<file path="config.mk">
export PLATFORM = sky130hd
export DESIGN_NAME = adc_sar_controller
export DESIGN_NICKNAME = d
export VERILOG_FILES = /design/src/rtl/adc_sar_pkg.sv /design/src/rtl/adc_sar_controller.sv
export SDC_FILE = /design/constraint.sdc
export NUM_CORES = 1
export LEC_CHECK = 0
export ABC_AREA = 1
export ABC_CLOCK_PERIOD_IN_PS = 1750
export BUFFER_PORTS_ARGS = -buffer_cell sky130_fd_sc_hd__clkbuf_2
export CAP_MARGIN = 10
export CORE_AREA = 3 3 73 75
export DETAILED_ROUTE_END_ITERATION = 16
export DIE_AREA = 0 0 76 78
export HOLD_SLACK_MARGIN = 0.12
export PLACE_DENSITY = 0.57
export SETUP_SLACK_MARGIN = 0.02
export SKIP_CTS_REPAIR_TIMING = 1
export SYNTH_ARGS = -nofsm -noshare
export SYNTH_HDL_FRONTEND = slang
export SYNTH_SLANG_ARGS = --single-unit
</file>
<file path="constraint.sdc">
create_clock -name clk -period 1.75 [get_ports clk]
set_input_delay 0.2625 -clock clk [delete_from_list [all_inputs] [get_ports clk]]
set_output_delay 0.2625 -clock clk [all_outputs]
set_load 0.05 [all_outputs]
</file>
<file path="src/rtl/adc_sar_pkg.sv">
// adc_sar_pkg
//   Shared definitions for the SAR conversion sequencer:
//   - default code width and timing defaults
//   - FSM state encoding
//   - helper that sizes the shared sample/settle down-counter
package adc_sar_pkg;

  localparam int RESOLUTION_DEFAULT    = 12;
  localparam int SAMPLE_CYCLES_DEFAULT = 4;
  localparam int SETTLE_CYCLES_DEFAULT = 1;

  typedef enum logic [2:0] {
    IDLE   = 3'd0,
    SAMPLE = 3'd1,
    SETTLE = 3'd2,
    STROBE = 3'd3,
    DONE   = 3'd4
  } sar_state_t;

  // One down-counter serves both the sample window and the per-bit settle
  // window, so it must hold the larger of the two counts.
  function automatic int cnt_width(input int sample_cycles, input int settle_cycles);
    int max_cycles;
    max_cycles = (sample_cycles > settle_cycles) ? sample_cycles : settle_cycles;
    return (max_cycles < 1) ? 1 : $clog2(max_cycles + 1);
  endfunction

endpackage

</file>
<file path="src/rtl/adc_sar_controller.sv">
// adc_sar_controller
//   SAR conversion sequencer. On start it samples the input for SAMPLE_CYCLES
//   cycles, then resolves one code bit per step, MSB first: apply the trial
//   code, wait SETTLE_CYCLES for the DAC, strobe the comparator, keep or
//   clear the trial bit. The final code is offered on a valid/ready port.
//
// Ports
//   clk            : single clock, rising edge
//   rst            : synchronous active-high reset (aborts any conversion)
//   start_i        : conversion request, level sampled each edge
//   comp_i         : comparator result, 1 = Vin >= Vdac (keep trial bit)
//   sample_o       : sampling switch enable
//   comp_strobe_o  : comparator latch strobe, one cycle per bit
//   data_o         : trial code to the cap-array decoder
//   busy_o         : high while sampling / settling / strobing
//   result_o       : final code, stable while result_valid_o
//   result_valid_o : result available
//   result_ready_i : consumer accepts result
module adc_sar_controller
  import adc_sar_pkg::*;
#(
  parameter int RESOLUTION    = RESOLUTION_DEFAULT,
  parameter int SAMPLE_CYCLES = SAMPLE_CYCLES_DEFAULT,
  parameter int SETTLE_CYCLES = SETTLE_CYCLES_DEFAULT
) (
  input  logic                  clk,
  input  logic                  rst,
  input  logic                  start_i,
  input  logic                  comp_i,
  output logic                  sample_o,
  output logic                  comp_strobe_o,
  output logic [RESOLUTION-1:0] data_o,
  output logic                  busy_o,
  output logic [RESOLUTION-1:0] result_o,
  output logic                  result_valid_o,
  input  logic                  result_ready_i
);

  localparam int CW = cnt_width(SAMPLE_CYCLES, SETTLE_CYCLES);
  localparam int KW = (RESOLUTION > 1) ? $clog2(RESOLUTION) : 1;

  localparam logic [CW-1:0]         SAMPLE_LOAD = CW'(SAMPLE_CYCLES - 1);
  localparam logic [CW-1:0]         SETTLE_LOAD = CW'((SETTLE_CYCLES > 0) ? SETTLE_CYCLES - 1 : 0);
  localparam logic [KW-1:0]         K_MSB       = KW'(RESOLUTION - 1);
  localparam logic [RESOLUTION-1:0] MSB_TRIAL   = {1'b1, {(RESOLUTION-1){1'b0}}};

  sar_state_t              state_reg, state_next;
  logic [CW-1:0]           cnt_reg;
  logic [KW-1:0]           k_reg;
  logic [RESOLUTION-1:0]   data_reg;
  logic [RESOLUTION-1:0]   result_reg;
  logic                    valid_reg;

  logic [RESOLUTION-1:0]   k_onehot;
  logic [RESOLUTION-1:0]   code_resolved;
  logic [RESOLUTION-1:0]   trial_next;

  // One-hot mask of the bit currently under test.
  generate
    for (genvar gi = 0; gi < RESOLUTION; gi++) begin : g_onehot
      assign k_onehot[gi] = (k_reg == KW'(gi));
    end
  endgenerate

  // Current trial code with the bit under test replaced by the comparator
  // decision; the next trial bit is the one just below it.
  assign code_resolved = (data_reg & ~k_onehot) | (k_onehot & {RESOLUTION{comp_i}});
  assign trial_next    = k_onehot >> 1;

  // State register
  always_ff @(posedge clk) begin
    if (rst) begin
      state_reg <= IDLE;
    end else begin
      state_reg <= state_next;
    end
  end

  // Next-state logic
  always_comb begin
    state_next = state_reg;
    case (state_reg)
      IDLE: begin
        if (start_i) state_next = SAMPLE;
      end
      SAMPLE: begin
        if (cnt_reg == '0) state_next = (SETTLE_CYCLES == 0) ? STROBE : SETTLE;
      end
      SETTLE: begin
        if (cnt_reg == '0) state_next = STROBE;
      end
      STROBE: begin
        if (k_reg == '0) state_next = DONE;
        else             state_next = (SETTLE_CYCLES == 0) ? STROBE : SETTLE;
      end
      DONE: begin
        if (result_ready_i) state_next = start_i ? SAMPLE : IDLE;
      end
      default: state_next = IDLE;
    endcase
  end

  // Datapath: shared counter, bit index, trial code and result registers.
  // data_reg only moves on the edges that enter a new bit, so data_o is
  // constant for the whole settle + strobe window of each bit.
  always_ff @(posedge clk) begin
    if (rst) begin
      cnt_reg    <= '0;
      k_reg      <= K_MSB;
      data_reg   <= '0;
      result_reg <= '0;
      valid_reg  <= 1'b0;
    end else begin
      case (state_reg)
        IDLE: begin
          if (start_i) begin
            cnt_reg  <= SAMPLE_LOAD;
            k_reg    <= K_MSB;
            data_reg <= '0;
          end
        end
        SAMPLE: begin
          if (cnt_reg == '0) begin
            data_reg <= MSB_TRIAL;
            cnt_reg  <= SETTLE_LOAD;
          end else begin
            cnt_reg <= cnt_reg - CW'(1);
          end
        end
        SETTLE: begin
          if (cnt_reg != '0) cnt_reg <= cnt_reg - CW'(1);
        end
        STROBE: begin
          if (k_reg == '0) begin
            data_reg   <= code_resolved;
            result_reg <= code_resolved;
            valid_reg  <= 1'b1;
          end else begin
            data_reg <= code_resolved | trial_next;
            k_reg    <= k_reg - KW'(1);
            cnt_reg  <= SETTLE_LOAD;
          end
        end
        DONE: begin
          if (result_ready_i) begin
            valid_reg <= 1'b0;
            data_reg  <= '0;
            if (start_i) begin
              cnt_reg <= SAMPLE_LOAD;
              k_reg   <= K_MSB;
            end
          end
        end
        default: ;
      endcase
    end
  end

  // Output logic: strobes decode straight from the state register, so
  // sample_o and comp_strobe_o are mutually exclusive by construction.
  always_comb begin
    sample_o       = (state_reg == SAMPLE);
    comp_strobe_o  = (state_reg == STROBE);
    busy_o         = (state_reg == SAMPLE) || (state_reg == SETTLE) || (state_reg == STROBE);
    data_o         = data_reg;
    result_o       = result_reg;
    result_valid_o = valid_reg;
  end

endmodule

</file>
### Yosys cells after proc, flatten, opt, wreduce, memory -nomap -nowiden

Cells that the tools add are included.

| word-level totals | value |
|---|---|
| output and inout bits | 28 |
| bits of input ports | 5 |
| flip-flop bits (word level) | 35 |
| word-level logic and storage cells | 76 |

| operators by class | value |
|---|---|
| $add $sub $neg | 2 |
| muxes and demuxes | 25 |
| reductions and logical operators | 16 |
| eq/ne operators | 22 |
| bitwise operators | 5 |

Operator list:

| cell | number |
|---|---|
| two-way mux 12 bit | 4 |
| case mux 12 bit (4 select lines) | 1 |
| two-way mux 3 bit | 10 |
| case mux 3 bit (5 select lines) | 2 |
| bitwise AND 12 bit | 2 |
| == test 4 x 3 -> 1 bit, second input constant | 4 |
| == test 4 bit, second input constant | 4 |
| two-way mux 4 bit | 3 |
| inverter 12 bit | 1 |
| bitwise OR 12 x 11 -> 12 bit | 1 |
| bitwise OR 12 bit | 1 |
| case mux 4 bit (3 select lines) | 1 |
| AND reduction 4 bit | 3 |
| != test 2 bit, second input constant | 5 |
| == test 4 x 2 -> 1 bit, second input constant | 2 |
| == test 3 x 2 -> 1 bit, second input constant | 2 |
| logical NOT 3 bit | 2 |
| AND reduction 3 bit | 2 |
| nonzero test 3 bit | 2 |
| nonzero test 5 bit | 1 |
| == test 4 x 1 -> 1 bit, second input constant | 1 |
| logical NOT 4 bit | 1 |
| != test 2 x 1 -> 1 bit, second input constant | 2 |
| nonzero test 4 bit | 1 |
| other kinds (9) | 12 |

### Depth between registers and ports, before layout

Gate-level depths: netlist of run 1.

| depth | value |
|---|---|
| depth in word-level cells | 7 |
| depth in mapped cells | 10 |
| gate-level depth less buffers | 10 |

### Worst setup path before layout of run 1

OpenSTA, ideal clock, no wires.

| timing path | value |
|---|---|
| path type | reg2reg |
| from | register state_reg[2] |
| to | register data_reg[0], in the netlist data_o[0] |
| setup time | 0.066 ns |
| path slack | 0.302 ns |
| required time | 1.684 ns |
| path buffers | 1 |
| data arrival time | 1.382 ns |
| period minus slack after synthesis | 1.448 ns |
| stages on the path, launching flop included | 9 |
| cells stage by stage | dfxtp_1 -> inv_2 -> nand2_2 -> nor2_4 -> nand2_2 -> nand4_2 -> buf_6 -> nand2_1 -> a21oi_2 |

| on the way | value |
|---|---|
| longest elaborated chain between the ends | 3 |
| elaborated cells on any way between the ends | 10 |
| classes of those cells | 6 x eq/ne; 1 x mux; 3 x reduce/logical |

RTL lines:

| element | line | text |
|---|---|---|
| start, declared | adc_sar_controller.sv:47 | `sar_state_t state_reg, state_next;` |
| start signal, assigned | adc_sar_controller.sv:75 | `state_reg <= state_next;` |
| == test 3 x 1 -> 1 bit * | - |  |
| via sample_o | adc_sar_controller.sv:30 | `output logic sample_o,` |
| nonzero test 4 bit (no source line) / != test 2 x 1 -> 1 bit (equally long branches) | - |  |
| AND reduction 4 bit (no source line) | - |  |
| end signal, assigned | adc_sar_controller.sv:135 | `data_reg <= code_resolved;` |
| end signal, assigned | adc_sar_controller.sv:139 | `data_reg <= code_resolved \| trial_next;` |
| end, declared | adc_sar_controller.sv:50 | `logic [RESOLUTION-1:0] data_reg;` |

Mark *: on every way through the listed nets, which the timed path passes. The rest lies on a longest branch.
A chain may end at the register's enable or synchronous reset.

### Final worst setup path of run 1

| timing path | value |
|---|---|
| from | register state_reg[1] |
| to | output port comp_strobe_o |

| on the way | value |
|---|---|
| longest elaborated chain between the ends | 1 |

RTL lines:

| element | line | text |
|---|---|---|
| == test 3 x 2 -> 1 bit | adc_sar_controller.sv:163 | `comp_strobe_o = (state_reg == STROBE);` |
| end, declared | adc_sar_controller.sv:31 | `output logic comp_strobe_o,` |

Every way passes these cells.

==> results of run 1 <==
metal layers:
metal | share of wire [%] | routed length (um) | up-vias | GRT usage, %
met1 | 50 | 2342 | 776 | 23.15
met4 | 1.2 | 56 | 0 | 5.254
met2 | 44 | 2061 | 35 | 25.89
li1 | - | - | 940 | -
met5 | 0 | 0 | - | 0
met3 | 4.5 | 209 | 4 | 4.176
worst max-delay path, cell delays in order (launching register included):
cell      delay [ps]
dfxtp_2          400
buf_4            160
nand3_4          130
inv_4            160
clkbuf_4         250
final cells by class:
type | count | area (um^2) | share of cell area, %
Tap cell | 67 | 83.83 | 3.698
Clock buffer | 5 | 68.82 | 3.035
Sequential cell | 35 | 703.2 | 31.02
Inverter | 29 | 111.4 | 4.912
Multi-Input combinational cell | 192 | 1013 | 44.70
Clock inverter | 3 | 43.79 | 1.932
Timing Repair Buffer | 41 | 242.7 | 10.71
worst max path at each step:
stage / start / depth (start not counted) / to
3_5_place_dp: k_reg[0] / 10 / cnt_reg[0]
4_1_cts: state_reg[1] / 4 / comp_strobe_o
6_report: state_reg[1] / 4 / comp_strobe_o
3_3_place_gp: k_reg[0] / 10 / cnt_reg[1]
5_1_grt: state_reg[1] / 4 / comp_strobe_o
2_1_floorplan: state_reg[2] / 8 / data_o[0]
layout by cell type (no fill, tap or decap):
cell,count
nand2_1,62
dfxtp_1,33
o21ai_0,31
clkbuf_2,30
nor2_1,29
inv_1,24
a21oi_1,22
nand3_1,15
buf_4,8
ha_1,6
clkbuf_8,5
inv_2,4
o21ai_1,4
nand2_2,3
nor2_4,3
xor2_1,3
o211ai_1,3
dfxtp_2,2
nand3_4,1
inv_4,1
nand3b_2,1
nand4_2,1
nand2_8,1
nand2_4,1
nand4_1,1
a21oi_2,1
o22ai_1,1
nor2_8,1
a31oi_1,1
ha_2,1
bufinv_16,1
clkinv_4,1
clkinv_2,1
buf_2,1
clkbuf_4,1
buf_12,1
per-stage QoR:
stage | worst slack [ps] | std cells
6_report | 105.4 | 372
3_5_place_dp | 179.1 | 363
4_1_cts | -61.74 | 371
3_3_place_gp | 219.8 | 363
5_1_grt | 32.65 | 372
2_1_floorplan | 301.8 | 267
logic make-up after synthesis:
logic type | Yosys count
buffers and inverters | 40
adders and majority gates | 7
and+or+nand+nor | 119
AOI/OAI and AO/OA | 63
xor gates and xnor gates | 3
DFF | 35
power by group:
group	switching (uW)	internal, uW	total, uW
Sequential	98.6	891	989
Combinational	930	411	1340
Clock	317	424	742
==> key figures, run 1 <==
Timing
  • Final period utilization: 93.98%
  • Final hold violations: 0
  • Final Max Tran Viols: 0
  • Setup TNS: 0 ps
  • Final setup violation count: 0
  • WHS: 174.5 ps
  • Post-route minimum period: about 1600 ps
  • Tightest Pin Transition: ~350 ps
  • Fmax: 0.6081 GHz
  • RSZ-0062 raised after global routing: no
  • Clk_skew: 7.200 ps
  • Rel. slew slack: approximately three quarters

Synthesis
  • Xor and xnor fraction of the mapped netlist area: 1.383%
  • Post-synthesis mux area share: 0%
  • Post-synth net total: 279
  • Post-Synth Adder-Cell Area: 4.611%
  • Synth area leaders: dfxtp_1, nand2_1, o21ai_0
  • Simple-gate share of the synthesized area: around 30%
  • Seq/Total Area, Yosys: 36.89%
  • Count leader, synth: nand2_1
  • Post-synth top area cell: dfxtp_1
  • Main combinational cell family by area after synthesis: simple AND/OR/NAND/NOR gates
  • Synth Warn #: 0
  • Yosys reg bits: 35
  • Share of the synthesized area in the top cell type: 36.89%
  • Top_reg_cell synth: dfxtp_1
  • Synth Area in Compound Gates: between 15 and 20%
  • Mean Syn Cell Area: 7.114 um^2
  • Ys async rst share: 0%
  • Post-synth top cells: nand2_1, dfxtp_1, o21ai_0, nor2_1, inv_1
  • Gate Count Post-Synth: 267
  • Cell variety after synth: 29
  • Netlist Area Pre-Place: between 1500 and 2000 um^2
  • Number of synthesized flops with an enable pin: 0

Critical path
  • CP Data Required Time: ~1500 ps
  • Worst Reg-to-Reg Cells: 10
  • Reg2reg end: k_reg[2]
  • Setup CP Type: flip-flop to output pin
  • FF-to-FF Start: k_reg[0]
  • Setup crit end kind: output pin
  • Startpoint types: flip-flop
  • Worst Path Arrival: roughly 1400 ps
  • Flop2flop setup slack: 220 ps
  • CP max FO: 8

Power
  • VDD IR-drop max: 453.2 uV
  • Total power: between 3000 and 4000 uW
  • PD cells: between 1000 and 1500 nW/um^2
  • Leak Pwr: ~0.0011 uW

Drt
  • Routed Antenna Nets: 0
  • Via Count: 1755
  • DRC Markers: 0
  • DR WL/cell: around 13 um
  • Via density per instance: 4.718
  • DRT Pass-1 Iters: 4
  • Drt total wl: 4.670 mm
  • DR iter-0 viols: 154

Clock network
  • Depth of the CTS H-tree: 2
  • CTS Sinks: 35
  • Clock tree buffer depth: 2
  • CTS Buf Count: 5
  • Clk Latency, worst-skew pair: approximately 290 ps
  • CTS tree: done
  • Clock transition at the registers of the reported paths: approximately 70 ps
  • Root buf cell: clkbuf_8

Placement
  • Placed cell areas: 2127 um^2
  • Global placer's final weighted congestion: 0.8505
  • Hpwl dp: 3.450 mm
  • I/O Buffers: 32

Global routing
  • Initial antenna violation count: 0
  • First-pass GRT wire length: 8.004 mm
  • Pin count of the biggest net entering global routing: 20
  • Congestion Overflow GR: 0
  • Gr usage total: 16.82%
  • Vias in the first global route: roughly 1700

Layout
  • Final Core Density: 48.00%
  • Layout cells sized above 1: a little under a quarter
  • Final Cell Area: 2267 um^2
  • Final Net Count: 316
  • N_diodes: 0
  • Filler Cells Inserted: 483
  • Area Growth Syn to Fin: 19.37%

Flow run
  • Maxcap violations: 0

Hold path
  • Worst hold path type: input port to flip-flop
  • Hold Path End: result_valid_o
  • WHS Path Cells: 2
  • Hold Crit Start: result_ready_i

Die
  • Top-Level Pins: 33
  • Die area: 5928 um^2
  • Die width: 76 um
  • Core Area: 4723 um^2
  • Core Rows: 25
  • Initial Utilization: 40.21%
  • Die Ht: 78 um

Run status
  • Status: finished, final reports clean
Power figures use the tool's default switching activity.
==> run 2, diff against run 1 <==
--- a/config.mk
+++ b/config.mk
@@ -13,7 +13,6 @@
 export DETAILED_ROUTE_END_ITERATION = 16
 export DIE_AREA = 0 0 76 78
 export HOLD_SLACK_MARGIN = 0.12
-export PLACE_DENSITY = 0.57
 export SETUP_SLACK_MARGIN = 0.02
 export SKIP_CTS_REPAIR_TIMING = 1
 export SYNTH_ARGS = -nofsm -noshare
==> key figures, run 2 (synthesis results as in run 1) <==
Timing
  • Rel. slew slack: 76.34% (was 76.69%)
  • Fmax: 0.6069 GHz (was 0.6081 GHz)
  • Post-route minimum period: 1648 ps (was 1645 ps)
  • Final period utilization: 94.15% (was 93.98%)
  • Final setup violation count: 0 (unchanged)
  • RSZ-0062 raised after global routing: no (unchanged)
  • Tightest Pin Transition: 354.1 ps (was 349.2 ps)
  • Clk_skew: 4.097 ps (was 7.200 ps)
  • Final Max Tran Viols: 0 (unchanged)
  • Final hold violations: 0 (unchanged)
  • Setup TNS: 0 ps (unchanged)

Drt
  • DRT Pass-1 Iters: 4 (unchanged)
  • DR iter-0 viols: 85 (was 154)
  • DRC Markers: 0 (unchanged)
  • Via Count: 1789 (was 1755)
  • Routed Antenna Nets: 0 (unchanged)
  • Via density per instance: 4.848 (was 4.718)
  • Drt total wl: 4.517 mm (was 4.670 mm)
  • DR WL/cell: 12.24 um (was 12.55 um)

Die
  • Die Ht: 78 um (unchanged)
  • Core Area: 4723 um^2 (unchanged)
  • Die width: 76 um (unchanged)
  • Core Rows: 25 (unchanged)
  • Top-Level Pins: 33 (unchanged)
  • Die area: 5928 um^2 (unchanged)
  • Initial Utilization: 40.21% (unchanged)

Placement
  • Global placer's final weighted congestion: 0.8499 (was 0.8505)
  • I/O Buffers: 32 (unchanged)
  • Hpwl dp: 3.332 mm (was 3.450 mm)

Layout
  • Most frequent cells in the layout: nand2_1, dfxtp_1, o21ai_0, clkbuf_2, nor2_1 (unchanged)
  • N_diodes: 0 (unchanged)
  • Final Net Count: 313 (was 316)
  • Most common cell after layout, fill and taps aside: nand2_1 (unchanged)
  • Final Core Density: 47.76% (was 48.00%)
  • Area Growth Syn to Fin: 18.77% (was 19.37%)
  • Layout cells sized above 1: 22.19% (was 22.95%)

Hold path
  • Worst hold path type: input port to flip-flop (unchanged)

Critical path
  • Critical path buffers and inverters: 3 (unchanged)
  • Max incr delay on CP: 400 ps (about the same)
  • Crit-path leading delay family: buffers and inverters (unchanged)
  • Setup crit end kind: output pin (unchanged)
  • Setup CP Type: flip-flop to output pin (unchanged)
  • Flop2flop setup slack: 210 ps (was 220 ps)
  • CP Data Required Time: 1490 ps (about the same)
  • CP Cell Sequence: buf_4 -> nand3_4 -> inv_4 -> clkbuf_4 (unchanged)
  • CP max FO: 7 (was 8)
  • Startpoint types: flip-flop (unchanged)
  • CP max-delay cell: dfxtp_2 (unchanged)
  • Worst Path Arrival: 1390 ps (was 1380 ps)

Run status
  • Status: finished, final reports clean (unchanged)

Power
  • VDD IR-drop max: 419.6 uV (was 453.2 uV)
  • Leak Pwr: 0.001065 uW (was 0.001076 uW)
  • PD cells: 1413 nW/um^2 (was 1355 nW/um^2)
  • Total power: 3188 uW (was 3072 uW)

Clock network
  • CTS Buf Count: 5 (unchanged)
  • Clk Latency, worst-skew pair: 290 ps (about the same)
  • Clock tree buffer depth: 2 (unchanged)
  • Clock transition at the registers of the reported paths: 70 ps (about the same)
  • Root buf cell: clkbuf_8 (unchanged)
  • CTS Sinks: 35 (unchanged)
  • Depth of the CTS H-tree: 2 (unchanged)
  • CTS tree: done (unchanged)

Global routing
  • Vias in the first global route: 1568 (was 1650)
  • First-pass GRT wire length: 7.610 mm (was 8.004 mm)
  • Pin count of the biggest net entering global routing: 21 (was 20)
  • Initial antenna violation count: 0 (unchanged)
  • Gr usage total: 16.00% (was 16.82%)
  • Congestion Overflow GR: 0 (unchanged)

Flow run
  • Maxcap violations: 0 (unchanged)
## run 2: worst paths after layout
path / startpoint / end / cells past startpoint
worst max-delay path: state_reg[1] / comp_strobe_o / 4
worst min-delay path: result_ready_i / result_valid_o / 2
worst max register to register: k_reg[0] / k_reg[2] / 10
worst min register to register: data_o[7] / data_o[7] / 2
## run 2: final cells by class
class	count	area, um^2
clock buffer	5	68.82
clock inverter	3	67.56
fill	483	2467
inverter	29	111.4
multi-input combinational	192	1013
sequential	35	703.2
tap	67	83.83
timing repair buffer	38	207.7
## run 2: per-stage QoR
| stage | std cells | instance area [um^2] | worst slack, ps | hold WS, ps |
|---|---|---|---|---|
| CTS | 369 | 2248 | -60.01 | 169.2 |
| global placement | 361 | 2112 | 226.3 | 468.6 |
| global route | 369 | 2256 | 37.21 | 176.4 |
| finish | 369 | 2256 | 102.4 | 176.4 |
| detailed placement | 361 | 2112 | 176.0 | 469.9 |
| floorplan | 267 | 1899 | 301.8 | 370.4 |
## run 2: where the power goes
part | switching (uW) | leakage [uW] | internal, uW
sequential | 103 | 0.000284 | 891
combinational | 908 | 0.000716 | 411
clock | 306 | 0.0000644 | 568
total | 1320 | 0.00107 | 1870
## run 2: layer usage
metal	global-route usage, %	wire length [um]	up-vias	share of wire, %
li1	-	-	931	-
met1	22.17	2293	807	51
met2	24.47	1926	47	43
met3	4.060	251	4	5.6
met4	4.891	45	0	1.0
met5	0	0	-	0
